## src/rtl/fpu_sign_logic_pkg.sv

```systemverilog
// fpu_sign_logic_pkg: FPU op_type encodings and addend-negation helper
package fpu_sign_logic_pkg;
  localparam logic [2:0] OP_ADD    = 3'b000;
  localparam logic [2:0] OP_SUB    = 3'b001;
  localparam logic [2:0] OP_MUL    = 3'b010;
  localparam logic [2:0] OP_FMA    = 3'b011;
  localparam logic [2:0] OP_FMS    = 3'b100;
  localparam logic [2:0] OP_FNMADD = 3'b101;
  localparam logic [2:0] OP_FNMSUB = 3'b110;
  localparam logic [2:0] OP_RSVD   = 3'b111;
  function automatic logic is_negated_addend(input logic [2:0] op);
    return op == OP_SUB || op == OP_FMS || op == OP_FNMSUB;
  endfunction
endpackage

```

## src/rtl/fpu_sign_logic.sv

```systemverilog
// fpu_sign_logic: product/result sign and effective-subtract flag, with one registered copy
module fpu_sign_logic
  import fpu_sign_logic_pkg::*;
(
  input  logic       clk,
  input  logic       rst_n,
  input  logic       xs,
  input  logic       ys,
  input  logic       zs,
  input  logic [2:0] op_type,
  input  logic       in_valid,
  output logic       prod_sign,
  output logic       result_sign,
  output logic       z_eff_sign,
  output logic       eff_sub,
  output logic       prod_sign_q,
  output logic       result_sign_q,
  output logic       eff_sub_q,
  output logic       out_valid
);
  logic two_op, neg_prod, no_add;
  logic prod_sign_d, result_sign_d, eff_sub_d;
  always_comb begin
    two_op      = op_type == OP_ADD || op_type == OP_SUB;
    neg_prod    = op_type == OP_FNMADD || op_type == OP_FNMSUB;
    no_add      = op_type == OP_MUL || op_type == OP_RSVD;
    prod_sign   = xs ^ ys;
    z_eff_sign  = zs ^ is_negated_addend(op_type);
    // ADD/SUB sign is only preliminary; the adder fixes it after magnitude compare
    result_sign = two_op ? xs : (op_type == OP_RSVD) ? 1'b0 : prod_sign ^ neg_prod;
    eff_sub     = no_add ? 1'b0 : (two_op ? xs : prod_sign) ^ z_eff_sign;
    prod_sign_d   = in_valid ? prod_sign : prod_sign_q;
    result_sign_d = in_valid ? result_sign : result_sign_q;
    eff_sub_d     = in_valid ? eff_sub : eff_sub_q;
  end
  always_ff @(posedge clk or negedge rst_n) begin
    if (!rst_n) begin
      out_valid     <= 1'b0;
      prod_sign_q   <= 1'b0;
      result_sign_q <= 1'b0;
      eff_sub_q     <= 1'b0;
    end else begin
      out_valid     <= in_valid;
      prod_sign_q   <= prod_sign_d;
      result_sign_q <= result_sign_d;
      eff_sub_q     <= eff_sub_d;
    end
  end
endmodule

```

## config.mk

```make
export PLATFORM = sky130hd
export DESIGN_NAME = fpu_sign_logic
export DESIGN_NICKNAME = d
export VERILOG_FILES = /design/src/rtl/fpu_sign_logic_pkg.sv /design/src/rtl/fpu_sign_logic.sv
export SDC_FILE = /design/constraint.sdc
export NUM_CORES = 1
export LEC_CHECK = 0
export ABC_AREA = 1
export BUFFER_PORTS_ARGS = -buffer_cell sky130_fd_sc_hd__buf_2
export CORE_AREA = 2 2 39 41
export DETAILED_ROUTE_END_ITERATION = 8
export DIE_AREA = 0 0 41 43
export MAX_ROUTING_LAYER = met4
export PLACE_DENSITY = 0.57
export REMOVE_ABC_BUFFERS = 1
export SETUP_SLACK_MARGIN = 0.4
export SLEW_MARGIN = 20
export SYNTH_ARGS = -nofsm -noshare
export SYNTH_HDL_FRONTEND = slang
export SYNTH_SLANG_ARGS = --single-unit
```

## constraint.sdc

```tcl
create_clock -name clk -period 1.18 [get_ports clk]
set_clock_uncertainty 0.2 [all_clocks]
set_input_delay 0.118 -clock clk [delete_from_list [all_inputs] [get_ports clk]]
set_output_delay 0.118 -clock clk [all_outputs]
set_load 0.1 [all_outputs]
```

# Word level (Yosys, flattened, before mapping)
# Index checks and enable logic that the tools add are counted.
totals:
  output_inout_bits: 8
  input_bits: 9
  wordCells: 24
  regBits: 4
op_classes:
  n_mux: 4
  bitwise_logic: 4
  reduce_logical: 6
  n_eq_ne: 6
op_table:
  columns: ["operator", "n"]
  rows:
  - ["$eq 3x3->1 const B", 4]
  - ["$logic_or 1x1->1", 5]
  - ["$mux 1", 4]
  - ["$xor 1x1->1", 4]
  - ["$eq 3x1->1 const B", 1]
  - ["$eq 3x2->1 const B", 1]
  - ["$logic_not 3->1", 1]

# Depth between registers and ports, before layout
# Gate-level depths: netlist of the first run.
depth:
  depth_word: 6
  depth_mapped: 9
  ltp_nobuf: 9

# Worst setup path after synthesis of the first run
# Ideal clock, no wire load.
synth_path:
  kind: "input to output"
  startpoint: "input port ys"
  endpoint: "output port eff_sub"
  arrival_time_ps: 2607
  stages: 7
  setup_slack_ps: -1745
  path_cell_list: "inv_1 > nand2_1 > nand2_1 > nand2_1 > nand2_1 > nand3_1 > a21boi_1"
synth_between:
  elab_chain_len: 4
synth_rtl:
  columns: ["element", "line_no", "source"]
  rows:
  - ["from (decl)", "fpu_sign_logic.sv:8", "input logic ys,"]
  - ["$xor 1x1->1", "fpu_sign_logic.sv:27", "prod_sign = xs ^ ys;"]
  - ["via prod_sign", "fpu_sign_logic.sv:12", "output logic prod_sign,"]
  - ["$mux 1", "fpu_sign_logic.sv:31", "eff_sub = no_add ? 1'b0 : (two_op ? xs : prod_sign) ^ z_eff_sign;"]
  - ["$xor 1x1->1", "fpu_sign_logic.sv:31", null]
  - ["$mux 1", "fpu_sign_logic.sv:31", null]
  - ["to (decl)", "fpu_sign_logic.sv:15", "output logic eff_sub,"]
# The timed path passes the listed nets, and every way through them passes these cells.

# Worst setup path after layout of the first run
layout_path:
  startpoint: "input port xs"
  endpoint: "output port eff_sub"
layout_between:
  elab_chain_len: 4
layout_rtl:
  columns: ["element", "line_no", "source"]
  rows:
  - ["from (decl)", "fpu_sign_logic.sv:7", "input logic xs,"]
  - ["$xor 1x1->1", "fpu_sign_logic.sv:27", null]
  - ["$mux 1 (*)", "fpu_sign_logic.sv:31", null]
  - ["$xor 1x1->1 (*)", "fpu_sign_logic.sv:31", null]
  - ["$mux 1 (*)", "fpu_sign_logic.sv:31", null]
# Mark *: on every way between the ends. The rest lies on a longest branch, timed or not.

==> results of run 1 <==
==> cell usage after synthesis <==
| cell | n | area (um2) |
|---|---|---|
| dfrtp_1 | 4 | 100 |
| inv_2 | 5 | 18.8 |
| nand2_2 | 6 | 37.5 |
| inv_1 | 4 | 15.0 |
| nand3_1 | 6 | 30.0 |
| nand3_2 | 1 | 10.0 |
| o21ai_0 | 1 | 5.00 |
| a21boi_1 | 1 | 7.51 |
| nand2_1 | 19 | 71.3 |
| o211ai_1 | 1 | 7.51 |
| nor2_2 | 1 | 6.26 |
| o21ai_2 | 1 | 8.76 |
| a21oi_2 | 1 | 8.76 |
==> placed cells by master (no fill, tap or decap) <==
cell type and instances:
inv_8 1, inv_1 2, dlygate4sd3_1 1, nand2_2 12, clkbuf_4 3, o211ai_1 1, a21boi_2 1, nand3_4 2
buf_2 3, nand2_4 1, nand2_1 12, o21ai_2 1, dfrtp_1 4, a21oi_4 1, nand3_2 3, o21ai_1 1
inv_4 3, nor2_4 1, nand3_1 2, inv_6 1, buf_12 9, inv_2 2, buf_4 7, buf_8 4
buf_6 7
==> path summary, 6_finish.rpt <==
check	endpoint	from	cells after the start
min in group asynchronous	out_valid$_DFF_PN0_	rst_n	2
worst min-delay path	out_valid$_DFF_PN0_	in_valid	1
worst max-delay path	eff_sub	xs	9
worst min register to register	result_sign_q$_DFFE_PN0P_	result_sign_q$_DFFE_PN0P_	3
max in group asynchronous	result_sign_q$_DFFE_PN0P_	rst_n	2
worst max register to register	prod_sign_q$_DFFE_PN0P_	prod_sign_q$_DFFE_PN0P_	3
==> final cells by class <==
cell class	count	area (um2)
well taps	16	20.0
multi-input cells	38	267
flip-flops and latches	4	100
fillers	110	524
clock buffers	3	22.5
inverters	9	53.8
repair buffers	31	397
==> state kept, by name, summed over array words and instances, names as in the netlist <==
| signal | count |
|---|---|
| result_sign_q | 1 |
| prod_sign_q | 1 |
| out_valid | 1 |
| eff_sub_q | 1 |
==> critical path, delay by kind of cell <==
family	cells	cell delay, ns
buf+inv	3	0.35
compound gates	1	0.18
simple gates	5	0.34
==> power by group <==
| part | leakage (nW) | internal (W) | switching, W | total [W] |
|---|---|---|---|---|
| logic | 0.365 | 0.000244 | 0.000345 | 0.000589 |
| clock network | 0.0138 | 0.000113 | 0.0000519 | 0.000165 |
| registers | 0.0489 | 0.000153 | 0.0000153 | 0.000168 |
| total | 0.428 | 0.000510 | 0.000412 | 0.000922 |
==> repair_timing <==
| action | CTS | global route |
|---|---|---|
| setup buffers | 3 | 2 |
| endpoints found under the setup margin | 11 | 11 |
| resized for setup | 39 | 11 |
| pin swaps | 14 | 8 |
| hold endpoints to repair | 7 | 3 |
==> stage by stage <==
stage / util (%) / hold slack, ns / cells
floorplan: - / -0.378 / 51
global placement: 44.4 / -0.276 / 92
detailed placement: 44.4 / -0.272 / 92
CTS: 58.7 / -0.169 / 99
global route: 62.1 / -0.153 / 101
finish: 62.1 / -0.160 / 101
==> metal layers <==
| metal | up-vias | part of all wire (%) | track usage [%] |
|---|---|---|---|
| met4 | 0 | 2.3 | 8.00 |
| met5 | - | 0 | - |
| met2 | 14 | 58 | 21.3 |
| met3 | 4 | 5.4 | 1.57 |
| li1 | 229 | - | - |
| met1 | 209 | 34 | 13.5 |
==> cells by family (layout without fill, tap and decap cells) <==
family,after synthesis,after routing,synth area share [%]
simple gates,33,33,47.5
buf+inv,9,43,10.3
compound gates,5,5,11.5
flops,4,4,30.7
==> reports/results.txt, run 1 <==
Post-DRT Antenna Nets = 0
wire length of the first global-routing pass = 1.51 mm
post-synthesis sequential area ratio = 30.7%
Peak VDD IR = 0.422 mV
Sink Count = 4
grt ovf = 0
Ports = 17
Slew @ Worst Pin = 0.188 ns
Starting Density = 23.6%
Final setup viols = 2
endpoint class of the critical path = output pin
clk buf depth = 2
Hold Vio Cnt, Final = 3
crit-path max cell delay = 0.19 ns
vias in the first global route = 419
total negative setup slack = -0.201 ns
Distinct cells, synth = 13
port buffer count = 16
outcome = finished with violations
nets = 96
Total GRT Usage = 12.9%
TritonCTS clock tree = built
Period minus WS final = 1.32 ns
dpl hpwl = 662 um
router iterations before antenna repair = 2
Syn Area/Cell = 6.40 um2
unrepaired setup endpoints after global routing = true
Worst Path Arrival = 1.00 ns
Ys Warns = 0
total power = 0.000922 W
Worst Hold Slack = -0.160 ns
CTS Root Cell = clkbuf_4
post-DR vias/cell = 4.51
vias post-DR = 456
Slew Limit Headroom = 87.4%
clock latency on the worst-skew pair = 0.23 ns
Gate Count Post-Synth = 51
final wirelength = 974 um
CP max stage cell = buf_12
area grow syn2layout = 163%
worst path cell trace = buf_8, inv_4, nand2_2, nand2_2, nand2_2, nand2_2, nand3_2, a21boi_2, buf_12
fmax = 758 MHz
RePlAce Congestion = 0.665
most used cell, CP = nand2_2
CP Data Required Time = 0.86 ns
Detailed Route Iter0 Violations = 1
DIE AREA = 1760 um2
largest net degree at the start of global routing = 5
total CTS buffers = 3
Worst-path clk slew = 0.04 ns
layout cell share with drive strength beyond 1 = 72.9%
Place WS = -0.254 ns
Ant. Diodes = 0
antenna violations before repair = 0
Max-Cap Viols = 0
Final WS setup = -0.138 ns
failing checks = hold timing, setup timing
Die Width = 41 um
Setup CP Type = in2out
Final Max Slew Viols = 0
core area = 1380 um2
Tcrit/Tclk final = 112%
reg2reg setup slack = 0.23 ns
CTS Hold Bufs = 1
FP Rows = 14
Die Y = 43 um
worst min path class = in2reg
Lkg Pwr = 0.428 nW
CP startpoint kind = input pin
htree depth = 1
Avg WL per Cell = 9.64 um
Pwr Density = 1070 nW/um2
CP max FO = 4
Area after DPL = 614 um2
Mapped Area = 327 um2
Design Area, Final = 860 um2
FF+latch count, synth = 4
Remaining DRCs = 0
(Power assumes the default switching activity.)
==> inputs of run 2 (changes only) <==
==> constraint.sdc (replaced) <==
create_clock -name clk -period 1.5 [get_ports clk]
set_clock_uncertainty 0.2 [all_clocks]
set_input_delay 0.15 -clock clk [delete_from_list [all_inputs] [get_ports clk]]
set_output_delay 0.15 -clock clk [all_outputs]
set_load 0.1 [all_outputs]
==> run 2 against run 1 <==
Against the previous run: utilization decreased by 3.2 points; critical path type unchanged; largest cell class unchanged; sequential cell count is the same; final area fell by 5.1%; worst hold slack improved by 0.13 ns; critical path depth unchanged; the run ends with hold timing left; sequential share of layout area rose by 0.63 points; first-iteration DRC count is the same.
==> reports/results.txt, run 2 (same netlist as run 1, synthesis figures left out) <==
metal2 WL = 611 um
Design Area, Final = 816 um2
HP Start = in_valid
Post-DRT Antenna Nets = 0
area grow syn2layout = 150%
Slew Limit Headroom = 86.9%
Avg WL per Cell = 10.3 um
WL met3 = 53 um
total CTS buffers = 3
CP max stage cell = a21boi_2
clk buf depth = 2
Worst Hold Slack = -0.0285 ns
Area after DPL = 502 um2
largest net degree at the start of global routing = 5
Detailed Route Iter0 Violations = 1
Ports = 17
Final setup viols = 0
total negative setup slack = 0 ns
clock power share = 18.0%
TritonCTS clock tree = built
Ant. Diodes = 0
failing checks = hold timing
post-DR vias/cell = 4.34
CP max FO = 4
Die Width = 41 um
Buf+Inv Stages, Crit Path = 3
Max-Cap Viols = 0
Remaining DRCs = 0
CP Data Required Time = 1.15 ns
Slew @ Worst Pin = 0.196 ns
antenna violations before repair = 0
Psw = 0.000316 W
fmax = 725 MHz
most common cell after layout, fill and taps aside = nand2_1
FP Rows = 14
R2R Path End = prod_sign_q$_DFFE_PN0P_
Peak VDD IR = 0.370 mV
CP startpoint kind = input pin
core area = 1380 um2
Hold Path Sink = result_sign_q$_DFFE_PN0P_
grt ovf = 0
outcome = finished with violations
DIE AREA = 1760 um2
Worst path top cell family by delay = buffers and inverters
critical path depth = 9
reg2reg setup slack = 0.52 ns
router iterations before antenna repair = 2
switching share of power = 44.8%
layout cell share with drive strength beyond 1 = 70.2%
most frequent cells in the layout = nand2_1, nand2_2, buf_4
clock latency on the worst-skew pair = 0.23 ns
Period minus WS final = 1.38 ns
Total GRT Usage = 13.6%
Worst Path Arrival = 1.03 ns
wire length of the first global-routing pass = 1.59 mm
vias post-DR = 434
Tcrit/Tclk final = 91.9%
Final Non-Filler Cells = 100
Lkg Pwr = 0.413 nW
RePlAce Congestion = 0.673
DP Cell Count = 85
nets = 95
worst path cell trace = buf_8, inv_4, nand2_2, nand2_2, nand2_1, nand2_1, nand3_2, a21boi_2, buf_12
Gate power share = 63.3%
WL met1 = 356 um
final wirelength = 1.03 mm
Die Y = 43 um
CTS Root Cell = clkbuf_4
htree depth = 1
Sink Count = 4
uppermost layer routed = met4
Reg2Reg Depth = 3
RR Startpoint = prod_sign_q$_DFFE_PN0P_
vias in the first global route = 437
worst min path class = in2reg
endpoint class of the critical path = output pin
crit-path max cell delay = 0.19 ns
Setup CP Type = in2out
dpl hpwl = 632 um
Cell Int Power = 0.000388 W
unrepaired setup endpoints after global routing = true
Final Max Slew Viols = 0
register share of total power = 18.7%
hold path cells = 3
Hold Vio Cnt, Final = 2
port buffer count = 16
Starting Density = 23.6%
Worst-path clk slew = 0.03 ns
Pwr Density = 863 nW/um2
run 2: metal layers:
layer	vias to the layer above	global-route usage, %
met5	-	-
met4	0	8.00
met3	2	1.57
met2	12	25.0
met1	192	11.9
li1	228	-
run 2: worst max-delay path by stage:
| stage | end | slack (ns) | start |
|---|---|---|---|
| finish | eff_sub | 0.12 | xs |
| global route | eff_sub | 0.08 | xs |
| floorplan | eff_sub | -1.49 | ys |
| detailed placement | eff_sub | -0.02 | op_type[2] |
| global placement | eff_sub | 0.01 | op_type[2] |
| CTS | eff_sub | 0.13 | xs |
run 2: worst register-to-register path, delay by kind of cell, from the launching register on:
kind,cells,cell delay [ns]
flip-flops,1,0.39
buffers and inverters,1,0.14
AO/OA/AOI/OAI,1,0.07
AND/OR/NAND/NOR,1,0.05
run 2: power groups by stage:
stage               Clock, W  Combinational (W)  Sequential [W]
finish              0.000126           0.000446        0.000132
global route        0.000136           0.000465        0.000133
CTS                 0.000137           0.000426        0.000131
detailed placement         0           0.000329        0.000127
global placement           0           0.000326        0.000127
floorplan                  0           0.000143        0.000212
run 2: repair_timing:
item	4_1_cts	5_1_grt
endpoints found under the setup margin	8	9
hold buffers	2	1
resized for setup	46	9
buffers inserted	8	2
cloned	0	0
pin swaps	9	5
endpoints found under the hold margin	7	1
run 2: final cells by class:
| cell class | count | area (um2) |
|---|---|---|
| inverters | 9 | 51.3 |
| clock buffers | 3 | 22.5 |
| flip-flops and latches | 4 | 100 |
| fillers | 123 | 568 |
| well taps | 16 | 20.0 |
| multi-input cells | 38 | 256 |
| repair buffers | 30 | 365 |
run 2: stage by stage:
step / utilization [%] / hold WS (ns) / setup WS (ns) / power [W]
4_1_cts: 55.4 / 0.00821 / 0.130 / 0.000694
6_report: 59.0 / -0.0285 / 0.122 / 0.000704
5_1_grt: 59.0 / -0.00246 / 0.0788 / 0.000734
3_5_place_dp: 36.3 / -0.242 / -0.0217 / 0.000456
3_3_place_gp: 36.3 / -0.244 / 0.0143 / 0.000453
2_1_floorplan: - / -0.346 / -1.49 / 0.000355
